$ cat src/rtl/seg7_scan_driver_if.sv
// Display-side bus for seg7_scan_driver.
// Carries the value/mask load strobe in and the multiplexed
// active-low anode/segment drive out.
interface seg7_scan_driver_if;
    logic [15:0] value;
    logic [3:0]  dp_mask;
    logic [3:0]  blank_mask;
    logic        load;
    logic [3:0]  an;
    logic [6:0]  seg;
    logic        dp;
    logic        frame_start;

    modport master (
        output value, dp_mask, blank_mask, load,
        input  an, seg, dp, frame_start
    );

    modport slave (
        input  value, dp_mask, blank_mask, load,
        output an, seg, dp, frame_start
    );
endinterface

$ cat src/rtl/seg7_scan_driver.sv
// seg7_scan_driver: 4-digit multiplexed common-anode seven-segment driver.
// A refresh counter steps a digit index 0..3; values are double-buffered
// (pending -> display at the frame boundary) so a frame never tears.
// Optional macro LEADING_ZERO_BLANK_EN: auto-blank leading zero digits 3..1.
module seg7_scan_driver #(
    parameter int REFRESH_DIV = 100000
) (
    input  logic               clk,
    input  logic               rst,
    seg7_scan_driver_if.slave  bus
);

    localparam int RC_W = (REFRESH_DIV > 1) ? $clog2(REFRESH_DIV) : 1;
    localparam logic [RC_W-1:0] RC_LAST = RC_W'(REFRESH_DIV - 1);

    typedef struct packed {
        logic [3:0]  blank;
        logic [3:0]  dp;
        logic [15:0] value;
    } frame_t;

    // Active-low hex decode, bit order {g,f,e,d,c,b,a}
    function automatic logic [6:0] hex_decode(input logic [3:0] nib);
        case (nib)
            4'h0: hex_decode = 7'b1000000;
            4'h1: hex_decode = 7'b1111001;
            4'h2: hex_decode = 7'b0100100;
            4'h3: hex_decode = 7'b0110000;
            4'h4: hex_decode = 7'b0011001;
            4'h5: hex_decode = 7'b0010010;
            4'h6: hex_decode = 7'b0000010;
            4'h7: hex_decode = 7'b1111000;
            4'h8: hex_decode = 7'b0000000;
            4'h9: hex_decode = 7'b0010000;
            4'hA: hex_decode = 7'b0001000;
            4'hB: hex_decode = 7'b0000011;
            4'hC: hex_decode = 7'b1000110;
            4'hD: hex_decode = 7'b0100001;
            4'hE: hex_decode = 7'b0000110;
            default: hex_decode = 7'b0001110;
        endcase
    endfunction

    logic [RC_W-1:0] rc_q, rc_d;
    logic [1:0]      idx_q, idx_d;
    frame_t          pend_q, pend_d;
    frame_t          disp_q, disp_d;
    frame_t          in_w;
    logic            tc;
    logic            wrap;
    logic [15:0]     shifted;
    logic            auto_blank;
    logic            dark;
    logic [3:0]      an_q, an_d;
    logic [6:0]      seg_q, seg_d;
    logic            dp_q, dp_d;
    logic            fs_q, fs_d;

    // Next-state for the scan position, the double buffer and the output drive
    always_comb begin
        in_w    = '{blank: bus.blank_mask, dp: bus.dp_mask, value: bus.value};
        tc      = (rc_q == RC_LAST);
        rc_d    = tc ? '0 : rc_q + RC_W'(1);
        idx_d   = tc ? idx_q + 2'd1 : idx_q;
        wrap    = tc && (idx_q == 2'd3);
        pend_d  = bus.load ? in_w : pend_q;
        // a load on the wrap edge bypasses pending so it shows in the new frame
        disp_d  = wrap ? (bus.load ? in_w : pend_q) : disp_q;

        shifted = disp_q.value >> {idx_q, 2'b00};
`ifdef LEADING_ZERO_BLANK_EN
        auto_blank = (idx_q != 2'd0) && (shifted == 16'h0000);
`else
        auto_blank = 1'b0;
`endif
        dark    = disp_q.blank[idx_q] | auto_blank;
        an_d    = dark ? 4'b1111 : ~(4'b0001 << idx_q);
        seg_d   = hex_decode(shifted[3:0]);
        dp_d    = dark | ~disp_q.dp[idx_q];
        fs_d    = (idx_q == 2'd0) && (rc_q == '0);
    end

    // State and registered outputs; reset aborts any frame in progress
    always_ff @(posedge clk) begin
        if (rst) begin
            rc_q   <= '0;
            idx_q  <= 2'd0;
            pend_q <= '0;
            disp_q <= '0;
            an_q   <= 4'b1111;
            seg_q  <= 7'b1111111;
            dp_q   <= 1'b1;
            fs_q   <= 1'b0;
        end else begin
            rc_q   <= rc_d;
            idx_q  <= idx_d;
            pend_q <= pend_d;
            disp_q <= disp_d;
            an_q   <= an_d;
            seg_q  <= seg_d;
            dp_q   <= dp_d;
            fs_q   <= fs_d;
        end
    end

    assign bus.an          = an_q;
    assign bus.seg         = seg_q;
    assign bus.dp          = dp_q;
    assign bus.frame_start = fs_q;

endmodule

$ cat src/flat_wrapper.sv
// flat-port wrapper written by rule: the top's interface ports become plain ports
module seg7_scan_driver_flat 
#(
    parameter int REFRESH_DIV = 100000
)
  (clk, rst, bus_value, bus_dp_mask, bus_blank_mask, bus_load, bus_an, bus_seg, bus_dp, bus_frame_start);
  seg7_scan_driver_if bus_i ();
  input  logic clk;
  input  logic rst;
  input wire logic [$bits(bus_i.value)-1:0] bus_value;
  input wire logic [$bits(bus_i.dp_mask)-1:0] bus_dp_mask;
  input wire logic [$bits(bus_i.blank_mask)-1:0] bus_blank_mask;
  input wire logic [$bits(bus_i.load)-1:0] bus_load;
  output wire logic [$bits(bus_i.an)-1:0] bus_an;
  output wire logic [$bits(bus_i.seg)-1:0] bus_seg;
  output wire logic [$bits(bus_i.dp)-1:0] bus_dp;
  output wire logic [$bits(bus_i.frame_start)-1:0] bus_frame_start;
  assign bus_i.value = bus_value;
  assign bus_i.dp_mask = bus_dp_mask;
  assign bus_i.blank_mask = bus_blank_mask;
  assign bus_i.load = bus_load;
  assign bus_an = bus_i.an;
  assign bus_seg = bus_i.seg;
  assign bus_dp = bus_i.dp;
  assign bus_frame_start = bus_i.frame_start;
  seg7_scan_driver #(.REFRESH_DIV(REFRESH_DIV)) u_core (.clk(clk), .rst(rst), .bus(bus_i));
endmodule
$ cat config.mk
export PLATFORM = sky130hd
export DESIGN_NAME = seg7_scan_driver_flat
export DESIGN_NICKNAME = d
export VERILOG_FILES = /design/src/rtl/seg7_scan_driver_if.sv /design/src/rtl/seg7_scan_driver.sv /design/src/flat_wrapper.sv
export SDC_FILE = /design/constraint.sdc
export NUM_CORES = 1
export LEC_CHECK = 0
export CAP_MARGIN = 20
export CORE_MARGIN = 1.5
export CORE_UTILIZATION = 56
export DETAILED_ROUTE_END_ITERATION = 16
export PLACE_DENSITY = 0.88
export SETUP_SLACK_MARGIN = 0.2
export SLEW_MARGIN = 30
export SYNTH_ARGS = -nofsm -noshare
export SYNTH_HDL_FRONTEND = slang
export SYNTH_SLANG_ARGS = --single-unit
$ cat constraint.sdc
create_clock -name clk -period 3 [get_ports clk]
set_clock_uncertainty 0.2 [all_clocks]
set_input_delay 0.9 -clock clk [delete_from_list [all_inputs] [get_ports clk]]
set_output_delay 0.9 -clock clk [all_outputs]
set_load 0.1 [all_outputs]
After elaboration in Yosys (flattened, before gate mapping):

Memories as Yosys holds them, arrays and structs flattened. A register that Yosys moved wholly into a read port is not among the register bits.
Cells that the tools add are included.

* flip-flop bits (word level): 73
* ROM bits: 112
* input bits: 27
* output and inout bits: 13
* memories kept: 1

* add/subtract/negate cells: 2
* order comparisons: 1
* eq/ne operators: 2
* shifts and indexed selects: 2
* multiplexer cells: 5
* bitwise logic cells: 3
* reduce and logical (&&, ||, !) cells: 6

Memory list
* (name not given): words 16, bits a word 7, rd ports 1, clocked after memory_dff 1, write ports 0, line seg7_scan_driver.sv:24 `case (nib)`

Operators with widths (count)
* two-way mux 24 bit: 1
* adder 17 x 1 -> 17 bit (second input constant): 1
* == test 17 bit (second input constant): 1
* zero test 17 bit: 1
* right shift 16 x 4 -> 4 bit: 1
* binary-select mux 1 bit (select 2 bit): 2
* inverter 4 bit: 1
* OR reduction 2 bit: 2
* left shift 1 x 2 -> 4 bit (first input constant): 1
* < comparator 2 x 3 -> 1 bit (second input constant): 1
* adder 2 x 1 -> 2 bit (second input constant): 1
* == test 2 bit (second input constant): 1
* logical AND 1 bit: 2
* zero test 2 bit: 1
* two-way mux 1 bit: 2
* inverter 1 bit: 1
* bitwise OR 1 bit: 1

Logic depth before layout (Yosys ltp):

* depth in word-level cells: 4
* gate-level depth with buffers: 7
* depth with buffers taken out: 6

Worst setup path after synthesis:

OpenSTA, ideal clock, no wires.

* path type: input to register
* start: input bus_load
* end: register u_core.disp_q[4] (netlist bit)
* setup time: 121 ps
* arrival: 1966 ps
* slack: 712 ps
* stages on the path: 5
* cell sequence: clkbuf_1 > buf_2 > mux2i_1 > nor2_1 > mux2_4

* longest elaborated chain between the ends: 1

Ends and longest elaborated chain
* from (decl): line flat_wrapper.sv:13 `input wire logic [$bits(bus_i.load)-1:0] bus_load;`
* two-way mux 24 bit
* to (signal assigned): line seg7_scan_driver.sv:98 `disp_q <= disp_d;`
* to (decl): line seg7_scan_driver.sv:47 `frame_t disp_q, disp_d;`

Every way passes these cells.
A chain may end at the register's enable or synchronous reset.

Worst setup path in the final report:

* start: register u_core.rc_q[0]
* end: register u_core.disp_q[17] (netlist bit)

* longest elaborated chain between the ends: 2

Ends and longest elaborated chain
* from (decl): line seg7_scan_driver.sv:44 `logic [RC_W-1:0] rc_q, rc_d;`
* from (signal assigned): line seg7_scan_driver.sv:95 `rc_q <= rc_d;`
* == test 17 bit: line seg7_scan_driver.sv:62 `tc = (rc_q == RC_LAST);`
* logical AND 1 bit: line seg7_scan_driver.sv:65 `wrap = tc && (idx_q == 2'd3);`

Every way passes these cells.

==> results_dict.tcl <==
set metrics [dict create \
    status "finished clean" \
    ys_ff_latch 80 \
    cp-end-kind "register" \
    synth.top_cell.area_share_pct 45.49 \
    post-cts-setup-buffer-count 0 \
    ctsResizeCount 0 \
    drtAntennaViolNets 0 \
    yosys.cell_types.count 45 \
    synth.largest_area_cell "dfxtp_1" \
    avgRoutedWirePerCell_um 15.03 \
    drv_cap 0 \
    worst-setup-path-type "register to register" \
    cp-start-kind "register" \
    finalSetupViolCount 0 \
    finalWirelength_um 6750 \
    maxSlewHeadroom_pct 52.16 \
    cp.required_ns 3.05 \
    hold_violations 0 \
    clkPwrFrac_pct 43.4 \
    final_cell_mix "dfxtp_1 (80), nor2_1 (42), mux2i_1 (26)" \
    finalCritPeriodShare_pct 76.61 \
    place_congestion 0.8370 \
    io_buffers 39 \
    leakage_nw 1.709 \
    hold_class "register to register" \
    critPathArrivalTime_ns 2.34 \
    p_switching_w 0.0005015 \
    core-area_mm2 0.005991 \
    yosys-top-cells-area "dfxtp_1 (45%), mux2_4 (8.5%), mux2i_1 (7.4%), nor2_1 (4.5%), nor2b_1 (4.4%)" \
    rrSetupSlack_ns 0.70 \
    num_rows 28 \
    crit_start "u_core.rc_q[0]" \
    grt_max_degree 37 \
    rsz0062_at_grt "no" \
    syn-mean-instance-area_um2 10.57 \
    postCtsHoldBufs 0 \
    clkLatencyLatePin_ns 0.36 \
    fp.dieH_um 82.29 \
    async_reset_ff_share_pct 0 \
    die-area_mm2 0.006772 \
    tritoncts "yes" \
    worstHoldPathCells 1 \
    cts_root_buf "clkbuf_8" \
    start_util_pct 58.77 \
    cts.clk_slew.worst_paths_ns 0.08 \
    p_int_w 0.001755 \
    pwr-share-seq_pct 48.8 \
    syn_inst 333 \
    tns_ns 0 \
    grt.overflow.total 0 \
    grt_pass1_vias 2389 \
    nNetsFinal 408 \
    worstMarginPinSlew_ns 0.7174 \
    total_power_w 0.002257 \
    yosysSeqAreaShare_pct 45.49 \
    layout_commonest_cell "dfxtp_1" \
    peakVddDrop_mv 0.4709 \
    cts_buffer_depth 2 \
    area_growth_pct 18.41 \
    cts-htree-levels 3 \
    synth-main-ff-cell "dfxtp_1" \
    grtUsageTotal_pct 22.19 \
    cts_sinks 80 \
    swShare_pct 22.22 \
    io_pins 40 \
    final_cells 449 \
    holdWs_ns 0.2844 \
    drtIter0Drc 78 \
    diodes 0 \
    p_comb_share_pct 7.8 \
    powerDensity_mw_per_mm2 541.3 \
    synth_edf_count 0 \
    reg2reg_from "u_core.rc_q[0]" \
    hp-start "u_core.rc_q[0]" \
    die_x_um 82.29 \
    first_pass_iters 4 \
    dpl.hpwl_um 4598 \
    placedCellCount 433 \
    antenna_found_initial 0 \
    netlist_area_mm2 0.003521 \
    drive_above_1_share_pct 19.25 \
    yosysWarnings 0 \
    cts_made_buffers 9 \
    vias 2472 \
    r2r-end "u_core.disp_q[17]" \
    drv_slew 0 \
    period_needed_ns 2.298 \
    synthesis.nets 372 \
    hold_path_end "u_core.rc_q[0]" \
    reg2reg_depth 5 \
    viasPerCell 5.506 \
    max_freq_mhz 435.1 \
    cp_max_fo 24 \
    grt_pass1_wl_um 11190 \
    final_core_util_pct 69.59 \
    drc 0 \
]
worst max-delay path by stage:
stage,to,cells past startpoint
3_3_place_gp,u_core.disp_q[17],5
5_1_grt,u_core.rc_q[5],5
2_1_floorplan,u_core.disp_q[4],5
6_report,u_core.disp_q[17],5
3_5_place_dp,u_core.disp_q[3],5
4_1_cts,u_core.disp_q[17],5
area by class of cell:
class                           instances  area (um^2)
Clock inverter                          5        102.6
Sequential cell                        80         1602
Inverter                               11        41.29
Tap cell                               75        93.84
Multi-Input combinational cell        225         1790
Fill cell                             437         1822
Timing Repair Buffer                   42        387.9
Clock buffer                           11        151.4
per-layer routing:
metal	vias to the layer above	track usage [%]	share of wire [%]
met5	-	0	0
met4	0	6.610	1.2
met3	10	7.692	4.6
met2	52	36.18	49
met1	1190	27.58	46
li1	1220	-	-
through the flow:
| stage | instance area, um^2 | setup slack (ns) |
|---|---|---|
| after floorplan | 3521 | 0.7123 |
| after global placement | 3915 | 0.5106 |
| after detailed placement | 3915 | 0.4461 |
| after CTS | 4169 | 0.7087 |
| after global routing | 4169 | 0.5699 |
| final | 4169 | 0.7016 |
cell families after synthesis:
| family | synth area share, % |
|---|---|
| AO/OA/AOI/OAI | 4.762 |
| XOR/XNOR | 2.736 |
| adder cells (fa/ha/maj) | 4.264 |
| buffers and inverters | 3.660 |
| flip-flops | 45.49 |
| multiplexers | 21.04 |
| AND/OR/NAND/NOR | 18.05 |
Yosys cell counts, types with 2 or more instances:
library cell / count
mux2_2: 4
a31oi_1: 2
o211ai_1: 2
nor4_1: 2
nor4b_1: 2
buf_6: 2
inv_1: 11
mux2i_1: 26
nor2_1: 42
dfxtp_1: 80
buf_2: 7
ha_1: 12
nor2b_1: 25
nand2_1: 12
mux4_2: 6
o21ai_1: 3
nor3_1: 4
xor2_1: 4
a21oi_1: 10
o31ai_1: 3
xnor2_1: 7
or4_1: 3
o21ai_0: 4
nand4_1: 6
mux2_4: 20
nand2b_1: 2
clkbuf_1: 6
buf_1: 2
nand3_1: 8
power by group through the flow:
stage	Sequential, W	Combinational, W	Clock (W)
floorplan	0.00117	0.0000662	0
global route	0.00110	0.000189	0.00104
finish	0.00110	0.000176	0.000980
detailed placement	0.00113	0.000175	0
CTS	0.00110	0.000176	0.000988
global placement	0.00112	0.000170	0
state kept, by name (all words and copies together), names as in the netlist:
name and count:
u_core.idx_q 2, u_core.bus.dp 1, u_core.disp_q 24, u_core.bus.seg 7
u_core.pend_q 24, u_core.bus.an 4, u_core.bus.frame_start 1, u_core.rc_q 17
critical path, stage by stage, from the launching register on:
cell,delay [ns]
dfxtp_1,0.40
ha_1,0.26
nand4_1,0.12
nor3_2,0.32
nand3_4,0.43
mux2_4,0.44
(Power assumes the default switching activity.)
